File: src/rtl/lsu_writeback_pkg.sv
// Shared types, widths and helpers for the lsu_writeback memory/writeback stage.
package lsu_writeback_pkg;

  localparam int unsigned DW = 32;
  localparam int unsigned AW = 32;
  localparam int unsigned RW = 5;
  localparam int unsigned MW = 4;
  localparam int unsigned FW = 3;

  typedef enum logic [1:0] {
    ST_IDLE = 2'd0,
    ST_REQ  = 2'd1,
    ST_WAIT = 2'd2,
    ST_WB   = 2'd3
  } state_e;

  // RV32I load/store funct3 encodings
  localparam logic [FW-1:0] F3_LB  = 3'b000;
  localparam logic [FW-1:0] F3_LH  = 3'b001;
  localparam logic [FW-1:0] F3_LW  = 3'b010;
  localparam logic [FW-1:0] F3_LBU = 3'b100;
  localparam logic [FW-1:0] F3_LHU = 3'b101;
  localparam logic [FW-1:0] F3_SB  = 3'b000;
  localparam logic [FW-1:0] F3_SH  = 3'b001;
  localparam logic [FW-1:0] F3_SW  = 3'b010;

  // Memory request payload as held on the request bus
  typedef struct packed {
    logic [AW-1:0] addr;
    logic          wen;
    logic [DW-1:0] wdata;
    logic [MW-1:0] wmask;
  } mem_req_t;

  // Fields of the in-flight op kept after acceptance
  typedef struct packed {
    logic [RW-1:0] rd;
    logic          wen;
    logic          is_store;
    logic [FW-1:0] funct3;
    logic [1:0]    off;
  } op_t;

  // Byte-lane mask; lanes shifted past lane 3 fall off the 4-bit result
  function automatic logic [MW-1:0] store_mask(input logic [FW-1:0] funct3,
                                               input logic [1:0]    off);
    logic [MW-1:0] m;
    case (funct3)
      F3_SB:   m = MW'(4'b0001 << off);
      F3_SH:   m = MW'(4'b0011 << off);
      F3_SW:   m = 4'b1111;
      default: m = '0;
    endcase
    return m;
  endfunction

  // Halfword needs even offset, word needs offset 0 (same test for loads and stores)
  function automatic logic is_misaligned(input logic [FW-1:0] funct3,
                                         input logic [1:0]    off);
    logic r;
    case (funct3[1:0])
      2'b01:   r = off[0];
      2'b10:   r = (off != 2'b00);
      default: r = 1'b0;
    endcase
    return r;
  endfunction

endpackage

File: src/rtl/lsu_writeback_if.sv
// Execute->LSU op bus and LSU->data-memory request/response bus.
interface lsu_ex_if;
  import lsu_writeback_pkg::*;

  logic          ex_valid;
  logic          ex_ready;
  logic [RW-1:0] ex_rd;
  logic          ex_wen;
  logic          ex_is_load;
  logic          ex_is_store;
  logic [FW-1:0] ex_funct3;
  logic [DW-1:0] ex_result;
  logic [DW-1:0] ex_store_data;

  modport master (
    output ex_valid, ex_rd, ex_wen, ex_is_load, ex_is_store, ex_funct3, ex_result, ex_store_data,
    input  ex_ready
  );

  modport slave (
    input  ex_valid, ex_rd, ex_wen, ex_is_load, ex_is_store, ex_funct3, ex_result, ex_store_data,
    output ex_ready
  );
endinterface

interface lsu_mem_if;
  import lsu_writeback_pkg::*;

  logic          mem_req_valid;
  logic          mem_req_ready;
  logic [AW-1:0] mem_req_addr;
  logic          mem_req_wen;
  logic [DW-1:0] mem_req_wdata;
  logic [MW-1:0] mem_req_wmask;
  logic          mem_rsp_valid;
  logic [DW-1:0] mem_rsp_rdata;

  modport master (
    output mem_req_valid, mem_req_addr, mem_req_wen, mem_req_wdata, mem_req_wmask,
    input  mem_req_ready, mem_rsp_valid, mem_rsp_rdata
  );

  modport slave (
    input  mem_req_valid, mem_req_addr, mem_req_wen, mem_req_wdata, mem_req_wmask,
    output mem_req_ready, mem_rsp_valid, mem_rsp_rdata
  );
endinterface

File: src/rtl/lsu_writeback_load_align.sv
// Combinational load alignment: shift the read word down by the byte offset, then extend.
module lsu_writeback_load_align
  import lsu_writeback_pkg::*;
(
  input  logic [DW-1:0] rdata_i,
  input  logic [1:0]    off_i,
  input  logic [FW-1:0] funct3_i,
  output logic [DW-1:0] result_c_o
);

  logic [DW-1:0] shifted_c;

  // Bytes above the word read as zero before extension
  assign shifted_c = DW'(rdata_i >> {off_i, 3'b000});

  // Extension by load type; unused funct3 codes yield zero
  always_comb begin
    result_c_o = '0;
    case (funct3_i)
      F3_LB:   result_c_o = {{(DW-8){shifted_c[7]}}, shifted_c[7:0]};
      F3_LH:   result_c_o = {{(DW-16){shifted_c[15]}}, shifted_c[15:0]};
      F3_LW:   result_c_o = shifted_c;
      F3_LBU:  result_c_o = {{(DW-8){1'b0}}, shifted_c[7:0]};
      F3_LHU:  result_c_o = {{(DW-16){1'b0}}, shifted_c[15:0]};
      default: result_c_o = '0;
    endcase
  end

endmodule

File: src/rtl/lsu_writeback.sv
// Memory/writeback stage: accepts one op, performs at most one data-memory access,
// then drives the register-file write port together with a one-cycle commit pulse.
// Optional feature macro: LSU_MISALIGN_CHECK_EN (misaligned accesses skip memory and
// raise misalign_o alongside commit).
module lsu_writeback
  import lsu_writeback_pkg::*;
(
  input  logic          clk,
  input  logic          rst,
  lsu_ex_if.slave       ex_if,
  lsu_mem_if.master     mem_if,
  output logic          rf_wen_o,
  output logic [RW-1:0] rf_rd_o,
  output logic [DW-1:0] rf_rin_o,
  output logic          commit_o
`ifdef LSU_MISALIGN_CHECK_EN
  ,
  output logic          misalign_o
`endif
);

  state_e        state_q, state_d;
  op_t           op_q, op_d;
  mem_req_t      req_q, req_d;
  logic          req_valid_q, req_valid_d;
  logic          ex_ready_q, ex_ready_d;
  logic          rf_wen_q, rf_wen_d;
  logic [RW-1:0] rf_rd_q, rf_rd_d;
  logic [DW-1:0] rf_rin_q, rf_rin_d;
  logic          commit_q, commit_d;
`ifdef LSU_MISALIGN_CHECK_EN
  logic          misalign_q, misalign_d;
`endif

  logic [1:0]    off_c;
  logic          is_mem_c;
  logic          mis_c;
  logic [DW-1:0] load_data_c;

  assign off_c    = ex_if.ex_result[1:0];
  assign is_mem_c = ex_if.ex_is_load | ex_if.ex_is_store;

`ifdef LSU_MISALIGN_CHECK_EN
  assign mis_c = is_mem_c & is_misaligned(ex_if.ex_funct3, off_c);
`else
  assign mis_c = 1'b0;
`endif

  lsu_writeback_load_align u_load_align (
    .rdata_i    (mem_if.mem_rsp_rdata),
    .off_i      (op_q.off),
    .funct3_i   (op_q.funct3),
    .result_c_o (load_data_c)
  );

  // Next-state and registered-output computation
  always_comb begin
    state_d     = state_q;
    op_d        = op_q;
    req_d       = req_q;
    req_valid_d = req_valid_q;
    rf_wen_d    = 1'b0;
    rf_rd_d     = '0;
    rf_rin_d    = '0;
    commit_d    = 1'b0;
`ifdef LSU_MISALIGN_CHECK_EN
    misalign_d  = 1'b0;
`endif

    case (state_q)
      ST_IDLE: begin
        if (ex_if.ex_valid) begin
          op_d.rd       = ex_if.ex_rd;
          op_d.wen      = ex_if.ex_wen;
          op_d.is_store = ex_if.ex_is_store;
          op_d.funct3   = ex_if.ex_funct3;
          op_d.off      = off_c;
          if (!is_mem_c || mis_c) begin
            state_d  = ST_WB;
            commit_d = 1'b1;
            rf_rd_d  = ex_if.ex_rd;
            rf_wen_d = ex_if.ex_wen && (ex_if.ex_rd != '0) && !is_mem_c;
            rf_rin_d = is_mem_c ? '0 : ex_if.ex_result;
`ifdef LSU_MISALIGN_CHECK_EN
            misalign_d = mis_c;
`endif
          end else begin
            state_d     = ST_REQ;
            req_valid_d = 1'b1;
            req_d.addr  = {ex_if.ex_result[AW-1:2], 2'b00};
            req_d.wen   = ex_if.ex_is_store;
            req_d.wdata = ex_if.ex_is_store ? DW'(ex_if.ex_store_data << {off_c, 3'b000}) : '0;
            req_d.wmask = ex_if.ex_is_store ? store_mask(ex_if.ex_funct3, off_c) : '0;
          end
        end
      end
      ST_REQ: begin
        if (mem_if.mem_req_ready) begin
          state_d     = ST_WAIT;
          req_valid_d = 1'b0;
          req_d       = '0;
        end
      end
      ST_WAIT: begin
        if (mem_if.mem_rsp_valid) begin
          state_d  = ST_WB;
          commit_d = 1'b1;
          rf_rd_d  = op_q.rd;
          rf_wen_d = op_q.wen && !op_q.is_store && (op_q.rd != '0);
          rf_rin_d = op_q.is_store ? '0 : load_data_c;
        end
      end
      ST_WB: begin
        state_d = ST_IDLE;
      end
      default: begin
        state_d = ST_IDLE;
      end
    endcase

    ex_ready_d = (state_d == ST_IDLE);
  end

  // State and output registers
  always_ff @(posedge clk or negedge rst) begin
    if (!rst) begin
      state_q     <= ST_IDLE;
      op_q        <= '0;
      req_q       <= '0;
      req_valid_q <= 1'b0;
      ex_ready_q  <= 1'b1;
      rf_wen_q    <= 1'b0;
      rf_rd_q     <= '0;
      rf_rin_q    <= '0;
      commit_q    <= 1'b0;
`ifdef LSU_MISALIGN_CHECK_EN
      misalign_q  <= 1'b0;
`endif
    end else begin
      state_q     <= state_d;
      op_q        <= op_d;
      req_q       <= req_d;
      req_valid_q <= req_valid_d;
      ex_ready_q  <= ex_ready_d;
      rf_wen_q    <= rf_wen_d;
      rf_rd_q     <= rf_rd_d;
      rf_rin_q    <= rf_rin_d;
      commit_q    <= commit_d;
`ifdef LSU_MISALIGN_CHECK_EN
      misalign_q  <= misalign_d;
`endif
    end
  end

  assign ex_if.ex_ready       = ex_ready_q;
  assign mem_if.mem_req_valid = req_valid_q;
  assign mem_if.mem_req_addr  = req_q.addr;
  assign mem_if.mem_req_wen   = req_q.wen;
  assign mem_if.mem_req_wdata = req_q.wdata;
  assign mem_if.mem_req_wmask = req_q.wmask;
  assign rf_wen_o             = rf_wen_q;
  assign rf_rd_o              = rf_rd_q;
  assign rf_rin_o             = rf_rin_q;
  assign commit_o             = commit_q;
`ifdef LSU_MISALIGN_CHECK_EN
  assign misalign_o           = misalign_q;
`endif

endmodule
File: src/flat_wrapper.sv
// flat-port wrapper written by rule: the top's interface ports become plain ports
module lsu_writeback_flat import lsu_writeback_pkg::*;
  (clk, rst, rf_wen_o, rf_rd_o, rf_rin_o, commit_o, ex_if_ex_valid, ex_if_ex_rd, ex_if_ex_wen, ex_if_ex_is_load, ex_if_ex_is_store, ex_if_ex_funct3, ex_if_ex_result, ex_if_ex_store_data, ex_if_ex_ready, mem_if_mem_req_valid, mem_if_mem_req_addr, mem_if_mem_req_wen, mem_if_mem_req_wdata, mem_if_mem_req_wmask, mem_if_mem_req_ready, mem_if_mem_rsp_valid, mem_if_mem_rsp_rdata);
  lsu_ex_if ex_if_i ();
  lsu_mem_if mem_if_i ();
  input  logic clk;
  input  logic rst;
  output logic rf_wen_o;
  output logic [RW-1:0] rf_rd_o;
  output logic [DW-1:0] rf_rin_o;
  output logic commit_o;
  input wire logic [$bits(ex_if_i.ex_valid)-1:0] ex_if_ex_valid;
  input wire logic [$bits(ex_if_i.ex_rd)-1:0] ex_if_ex_rd;
  input wire logic [$bits(ex_if_i.ex_wen)-1:0] ex_if_ex_wen;
  input wire logic [$bits(ex_if_i.ex_is_load)-1:0] ex_if_ex_is_load;
  input wire logic [$bits(ex_if_i.ex_is_store)-1:0] ex_if_ex_is_store;
  input wire logic [$bits(ex_if_i.ex_funct3)-1:0] ex_if_ex_funct3;
  input wire logic [$bits(ex_if_i.ex_result)-1:0] ex_if_ex_result;
  input wire logic [$bits(ex_if_i.ex_store_data)-1:0] ex_if_ex_store_data;
  output wire logic [$bits(ex_if_i.ex_ready)-1:0] ex_if_ex_ready;
  output wire logic [$bits(mem_if_i.mem_req_valid)-1:0] mem_if_mem_req_valid;
  output wire logic [$bits(mem_if_i.mem_req_addr)-1:0] mem_if_mem_req_addr;
  output wire logic [$bits(mem_if_i.mem_req_wen)-1:0] mem_if_mem_req_wen;
  output wire logic [$bits(mem_if_i.mem_req_wdata)-1:0] mem_if_mem_req_wdata;
  output wire logic [$bits(mem_if_i.mem_req_wmask)-1:0] mem_if_mem_req_wmask;
  input wire logic [$bits(mem_if_i.mem_req_ready)-1:0] mem_if_mem_req_ready;
  input wire logic [$bits(mem_if_i.mem_rsp_valid)-1:0] mem_if_mem_rsp_valid;
  input wire logic [$bits(mem_if_i.mem_rsp_rdata)-1:0] mem_if_mem_rsp_rdata;
  assign ex_if_i.ex_valid = ex_if_ex_valid;
  assign ex_if_i.ex_rd = ex_if_ex_rd;
  assign ex_if_i.ex_wen = ex_if_ex_wen;
  assign ex_if_i.ex_is_load = ex_if_ex_is_load;
  assign ex_if_i.ex_is_store = ex_if_ex_is_store;
  assign ex_if_i.ex_funct3 = ex_if_ex_funct3;
  assign ex_if_i.ex_result = ex_if_ex_result;
  assign ex_if_i.ex_store_data = ex_if_ex_store_data;
  assign ex_if_ex_ready = ex_if_i.ex_ready;
  assign mem_if_mem_req_valid = mem_if_i.mem_req_valid;
  assign mem_if_mem_req_addr = mem_if_i.mem_req_addr;
  assign mem_if_mem_req_wen = mem_if_i.mem_req_wen;
  assign mem_if_mem_req_wdata = mem_if_i.mem_req_wdata;
  assign mem_if_mem_req_wmask = mem_if_i.mem_req_wmask;
  assign mem_if_i.mem_req_ready = mem_if_mem_req_ready;
  assign mem_if_i.mem_rsp_valid = mem_if_mem_rsp_valid;
  assign mem_if_i.mem_rsp_rdata = mem_if_mem_rsp_rdata;
  lsu_writeback u_core (.clk(clk), .rst(rst), .ex_if(ex_if_i), .mem_if(mem_if_i), .rf_wen_o(rf_wen_o), .rf_rd_o(rf_rd_o), .rf_rin_o(rf_rin_o), .commit_o(commit_o));
endmodule
File: config.mk
export PLATFORM = sky130hd
export DESIGN_NAME = lsu_writeback_flat
export DESIGN_NICKNAME = d
export VERILOG_FILES = /design/src/rtl/lsu_writeback_pkg.sv /design/src/rtl/lsu_writeback_if.sv /design/src/rtl/lsu_writeback_load_align.sv /design/src/rtl/lsu_writeback.sv /design/src/flat_wrapper.sv
export SDC_FILE = /design/constraint.sdc
export NUM_CORES = 1
export LEC_CHECK = 0
export ABC_AREA = 1
export BUFFER_PORTS_ARGS = -buffer_cell sky130_fd_sc_hd__buf_4
export CORE_MARGIN = 2
export CORE_UTILIZATION = 53
export DETAILED_ROUTE_END_ITERATION = 16
export PLACE_DENSITY = 0.93
export SLEW_MARGIN = 5
export SYNTH_ARGS = -nofsm -noshare
export SYNTH_HDL_FRONTEND = slang
export SYNTH_SLANG_ARGS = --single-unit
File: constraint.sdc
create_clock -name clk -period 2.9 [get_ports clk]
set_input_delay 0.29 -clock clk [delete_from_list [all_inputs] [get_ports clk]]
set_output_delay 0.29 -clock clk [all_outputs]
set_load 0.02 [all_outputs]
Word level (Yosys, flattened, before mapping)
Index checks and enable logic that the tools add are counted.

Flip-flop bits (word level): 124. Output and inout port bits: 110. Word-level logic and storage cells: 82.

Equal/unequal tests: 12. Shifts and indexed selects: 4. Multiplexer cells: 34. Bitwise operators: 1. Reductions and logical operators: 15.

Operators with widths (count): $mux 69 (3); $mux 32 (5); $pmux 32 s5 (1); $pmux 69 s2 (1); $pmux 32 s2 (1); $shl 32x5->32 (1); $shr 32x5->32 (1); $mux 5 (3); $pmux 4 s3 (1); $pmux 5 s2 (1); $reduce_bool 5->1 (2); $mux 1 (9); $mux 2 (4); $pmux 2 s4 (1); $eq 3x1->1 const B (2); $eq 3x2->1 const B (2); $eq 3x3->1 const B (2); $logic_not 3->1 (2); $pmux 1 s2 (3); $eq 2x2->1 const B (2); $logic_and 1x1->1 (4); $logic_not 2->1 (2); $mux 4 (1); $ne 2x2->1 const B (2); 9 further kinds (10).

Logic depth before layout (Yosys ltp)
Depth in word-level cells: 6. Depth in mapped cells: 10. Mapped depth without buffers: 8.

Cells and area by module
Synthesis repeated with hierarchy kept, for this count alone.

Cells, all modules: 764. Area total of the unflattened synthesis: 6087.1 um^2.

Modules (own cells, without submodules): lsu_writeback (instances 1, cells an instance 572, area an instance 5082.4 um^2, sequential area each 3054.2 um^2); lsu_writeback_load_align (instances 1, cells an instance 192, area an instance 1004.7 um^2, sequential area each 0.0 um^2).

Worst setup path before layout
Ideal clock, no wire load.

Path kind: register -> register. Start: reg u_core.state_q[1]. End: reg u_core.req_q (netlist bit u_core.mem_if.mem_req_wdata[30]). Setup time: 118 ps. Arrival time: 1218 ps. Setup slack: 1565 ps. Stages on the path, launching flop included: 11. Clock period less this slack: 1335 ps. Cell sequence: dfrtp_1 > nor2_1 > nand2_2 > inv_2 > nand2_2 > nand2_1 > inv_2 > buf_6 > buf_6 > nand2_1 > nand2_1.

Word-level cells in the longest chain between the ends: 3. Elaborated cells between the ends (all ways): 8. Classes of those cells: 4 x eq/ne; 1 x mux; 3 x reduce/logical.

Ends and longest elaborated chain: from (decl) (RTL line lsu_writeback.sv:22) `state_e state_q, state_d;`; from (signal assigned) (RTL line lsu_writeback.sv:140) `state_q <= state_d;`; $eq 2x1->1 / $logic_not 2->1 (equally long branches) (RTL line lsu_writeback.sv:70) `case (state_q)`; $ne 2x2->1 (no line), or another cell as far along; $reduce_and 4->1 (no line); to (signal assigned) (RTL line lsu_writeback.sv:142) `req_q <= req_d;`; to (decl) (RTL line lsu_writeback.sv:24) `mem_req_t req_q, req_d;`.

Parallel ways exist; a longest one is shown, timed or not. A chain may end at the register's enable or synchronous reset.

Final worst setup path
Start: reg u_core.state_q[1]. End: reg u_core.req_q (netlist bit u_core.mem_if.mem_req_addr[3]).

The elaborated chain is that of the path after synthesis.

==> results by group <==
Critical path
  • Critical path arrival: 2.86 ns
  • Crit. End Element: flip-flop
  • CP Launch Type: flip-flop
  • CP max FO: 67
  • Critical-path cell list: nor2_1, nand2_2, inv_2, nand2_2, nand2_1, inv_2, nand2_1, o21ai_0
  • CP peak stage delay: 0.83 ns
  • Critical Path RT: 3.33 ns
  • CP Class: flip-flop to flip-flop
  • Slowest CP cell: inv_2

Power
  • Seq pwr share: 0.315
  • Pleak: 4.655 nW
  • P_int: 5.074 mW
  • Pwr dens: 1021 mW/mm²
  • Switching Share: 0.3957
  • Logic gate share of total power: 0.401
  • Total power: 8.398 mW
  • Clock share of power: 0.285
  • Sw power: 3.323 mW
  • Peak VDD IR: 567.3 µV

Placement
  • Area post-placement: 0.007502 mm²
  • Post-DP HPWL: 13030 µm
  • Number of port buffers: 219
  • GPL Wtd Cong: 0.9531

Logic synthesis
  • Post-synth cell types: 31
  • Share of the synthesized area in the top cell type: 0.5147
  • Number of synthesized flops with an enable pin: 0
  • Main combinational cell family by area after synthesis: simple AND/OR/NAND/NOR gates
  • Post-Syn Area: 0.005883 mm²
  • Yosys warning total: 0
  • Mux contribution to synthesized area: 0.01361
  • Gate Count Post-Synth: 760
  • Largest area contributor in the netlist: dfrtp_1
  • Compound-Gate Fraction of Synth Area: 0.07274
  • Syn Area/Cell: 7.741 µm²
  • Post-synthesis xor/xnor area fraction: 0
  • Sequential area share after synthesis: 0.5191
  • Post-synth ARST share: 1.000
  • Top cells by count, synth: nand2_1 (346), dfrtp_1 (121), nand3_1 (91), o21ai_0 (48), inv_1 (39)
  • Adder and majority cell fraction of the synthesized area: 0
  • Count leader, synth: nand2_1
  • Synth Register Bits: 122
  • Top cells by area, synth: dfrtp_1 (51%), nand2_1 (22%), nand3_1 (7.7%)
  • Synth Flop Type: dfrtp_1
  • Post-synthesis simple-gate area fraction: 0.3194

Timing
  • Fin. max-slew vios: 0
  • Fin. Hold Viols: 0
  • Worst Tran Pin Value: 1.195 ns
  • Final Skew: 0.01013 ns
  • Fin Setup TNS: 0 ns
  • Tmin final: 2.422 ns
  • Final setup violation count: 0
  • Final period util: 0.8350
  • RSZ-0062 raised after global routing: no
  • Max_slew headroom: 0.2034
  • FMAX: 412.9 MHz

Final layout
  • Final instance area: 0.008223 mm²
  • Share of cells above drive strength 1: 0.2786
  • Final layout net count: 1079
  • Syn-to-layout area delta: 39.77%
  • Diode count: 0

Hold path
  • Hold Crit Class: primary input to flip-flop

Clock tree
  • H-tree Lvls: 4
  • Max clock buf depth: 2
  • Worst-path clk slew: 0.07 ns
  • Num CTS Buffers: 17
  • CTS tree: yes
  • CTS resizes: 0
  • Post-CTS Hold Fix Bufs: 6
  • Later-pin clock latency in the skew report: 0.52 ns
  • Root Buffer: clkbuf_8
  • Post-CTS Setup Inserts: 0
  • Clock sinks: 122

Global route
  • First-pass GRT wire length: 28810 µm
  • Vias in the first global route: 5853
  • Largest net degree at the start of global routing: 68
  • Total gr overflow: 0
  • GRT Total Usage: 0.3166
  • Initial antenna violation count: 0

Die
  • I/O Pins: 222
  • Initial Util: 0.5427
  • Die height: 109.4 µm
  • Row Count: 38
  • Die area: 0.01196 mm²
  • Die W: 109.4 µm
  • Core Area: 0.01084 mm²

Route
  • Via count: 6152
  • DRC viols: 0
  • WL final: 18790 µm
  • DRT Pass-1 Iters: 6
  • Antenna viol nets, final: 0
  • Initial drt markers: 461
  • Via density: 5.493
  • Post-DR wirelength/cell: 16.78 µm

Job
  • Max Cap Violations: 0

Status
  • Status: finished clean
stage by stage:
stage / setup WS [ns] / hold WS (ns) / utilization / cells
after floorplan: 1.565 / -0.005591 / - / 761
after global placement: 0.6542 / 0.3244 / 0.6921 / 1082
after detailed placement: 0.4983 / 0.3326 / 0.6921 / 1082
after CTS: 0.5337 / 0.002148 / 0.7585 / 1120
after global routing: 0.3132 / 0.006891 / 0.7585 / 1120
final: 0.4784 / 0.003120 / 0.7585 / 1120
logic make-up after synthesis:
kind of cell | count (synthesis)
buffers and inverters | 91
AOI/OAI and AO/OA | 79
and+or+nand+nor | 459
other | 1
muxes | 8
DFF | 122
metal layers:
metal | vias up | track usage | share of wire
met4 | 0 | 0.1013 | 0.030
li1 | 2836 | - | -
met5 | - | 0 | 0
met3 | 53 | 0.09306 | 0.12
met2 | 417 | 0.5560 | 0.50
met1 | 2846 | 0.3725 | 0.35
placed cells by master (no fill, tap or decap), drive strengths merged:
cell,instances
bufinv,6
clkinv,5
a21oi,2
conb,2
clkinvlp,3
dfrtp,121
mux2i,8
nor2,13
clkbuf,18
nand4,2
inv,48
nor3,2
o311ai,1
dlygate4sd3,6
o21ai,60
buf,224
nand3,93
a21boi,1
o22ai,12
dfstp,1
nand2,349
o211ai,3
layout make-up:
type | count | area (µm²)
flip-flops and latches | 122 | 3054
multi-input cells | 548 | 2395
inverters | 48 | 183.9
repair buffers | 230 | 1754
well taps | 140 | 175.2
clock inverters | 14 | 242.7
clock buffers | 18 | 417.9
fillers | 780 | 2618
worst max-delay path, delay by kind of cell (launching register included):
| family | cells | cell delay [ns] |
|---|---|---|
| and+or+nand+nor | 5 | 0.71 |
| buffers and inverters | 2 | 1.00 |
| DFF | 1 | 0.43 |
| AOI/OAI and AO/OA | 1 | 0.13 |
path summary, 6_finish.rpt:
path,from,end,slack [ns],cells after the start
max reg2reg,u_core.state_q[1]$_DFF_PN0_,u_core.mem_if.mem_req_addr[3]$_DFFE_PN0P_,0.48,8
min reg2reg,u_core.mem_if.mem_req_addr[9]$_DFFE_PN0P_,u_core.mem_if.mem_req_addr[9]$_DFFE_PN0P_,0.48,2
max,u_core.state_q[1]$_DFF_PN0_,u_core.mem_if.mem_req_addr[3]$_DFFE_PN0P_,0.48,8
min,ex_if_ex_result[23],u_core.rf_rin_o[23]$_DFF_PN0_,0.003,3
max in group asynchronous,rst,u_core.mem_if.mem_req_addr[26]$_DFFE_PN0P_,1.76,3
min in group asynchronous,rst,u_core.mem_if.mem_req_wdata[28]$_DFFE_PN0P_,0.31,2
power groups by stage:
stage	Clock (mW)	Sequential [mW]	Combinational, mW
finish	2.39	2.64	3.36
global route	2.48	2.69	3.67
CTS	2.39	2.63	3.34
detailed placement	0	2.65	3.30
global placement	0	2.63	3.22
floorplan	0	3.18	1.48
state kept, by name, summed over array words and instances (netlist names), 2 cells and up:
name	flops
u_core.mem_if.mem_req_wdata	32
u_core.mem_if.mem_req_wmask	4
u_core.op_q	12
u_core.mem_if.mem_req_addr	30
u_core.state_q	2
u_core.rf_rin_o	32
u_core.rf_rd_o	5
No activity file was read; power rests on OpenSTA's default activity.
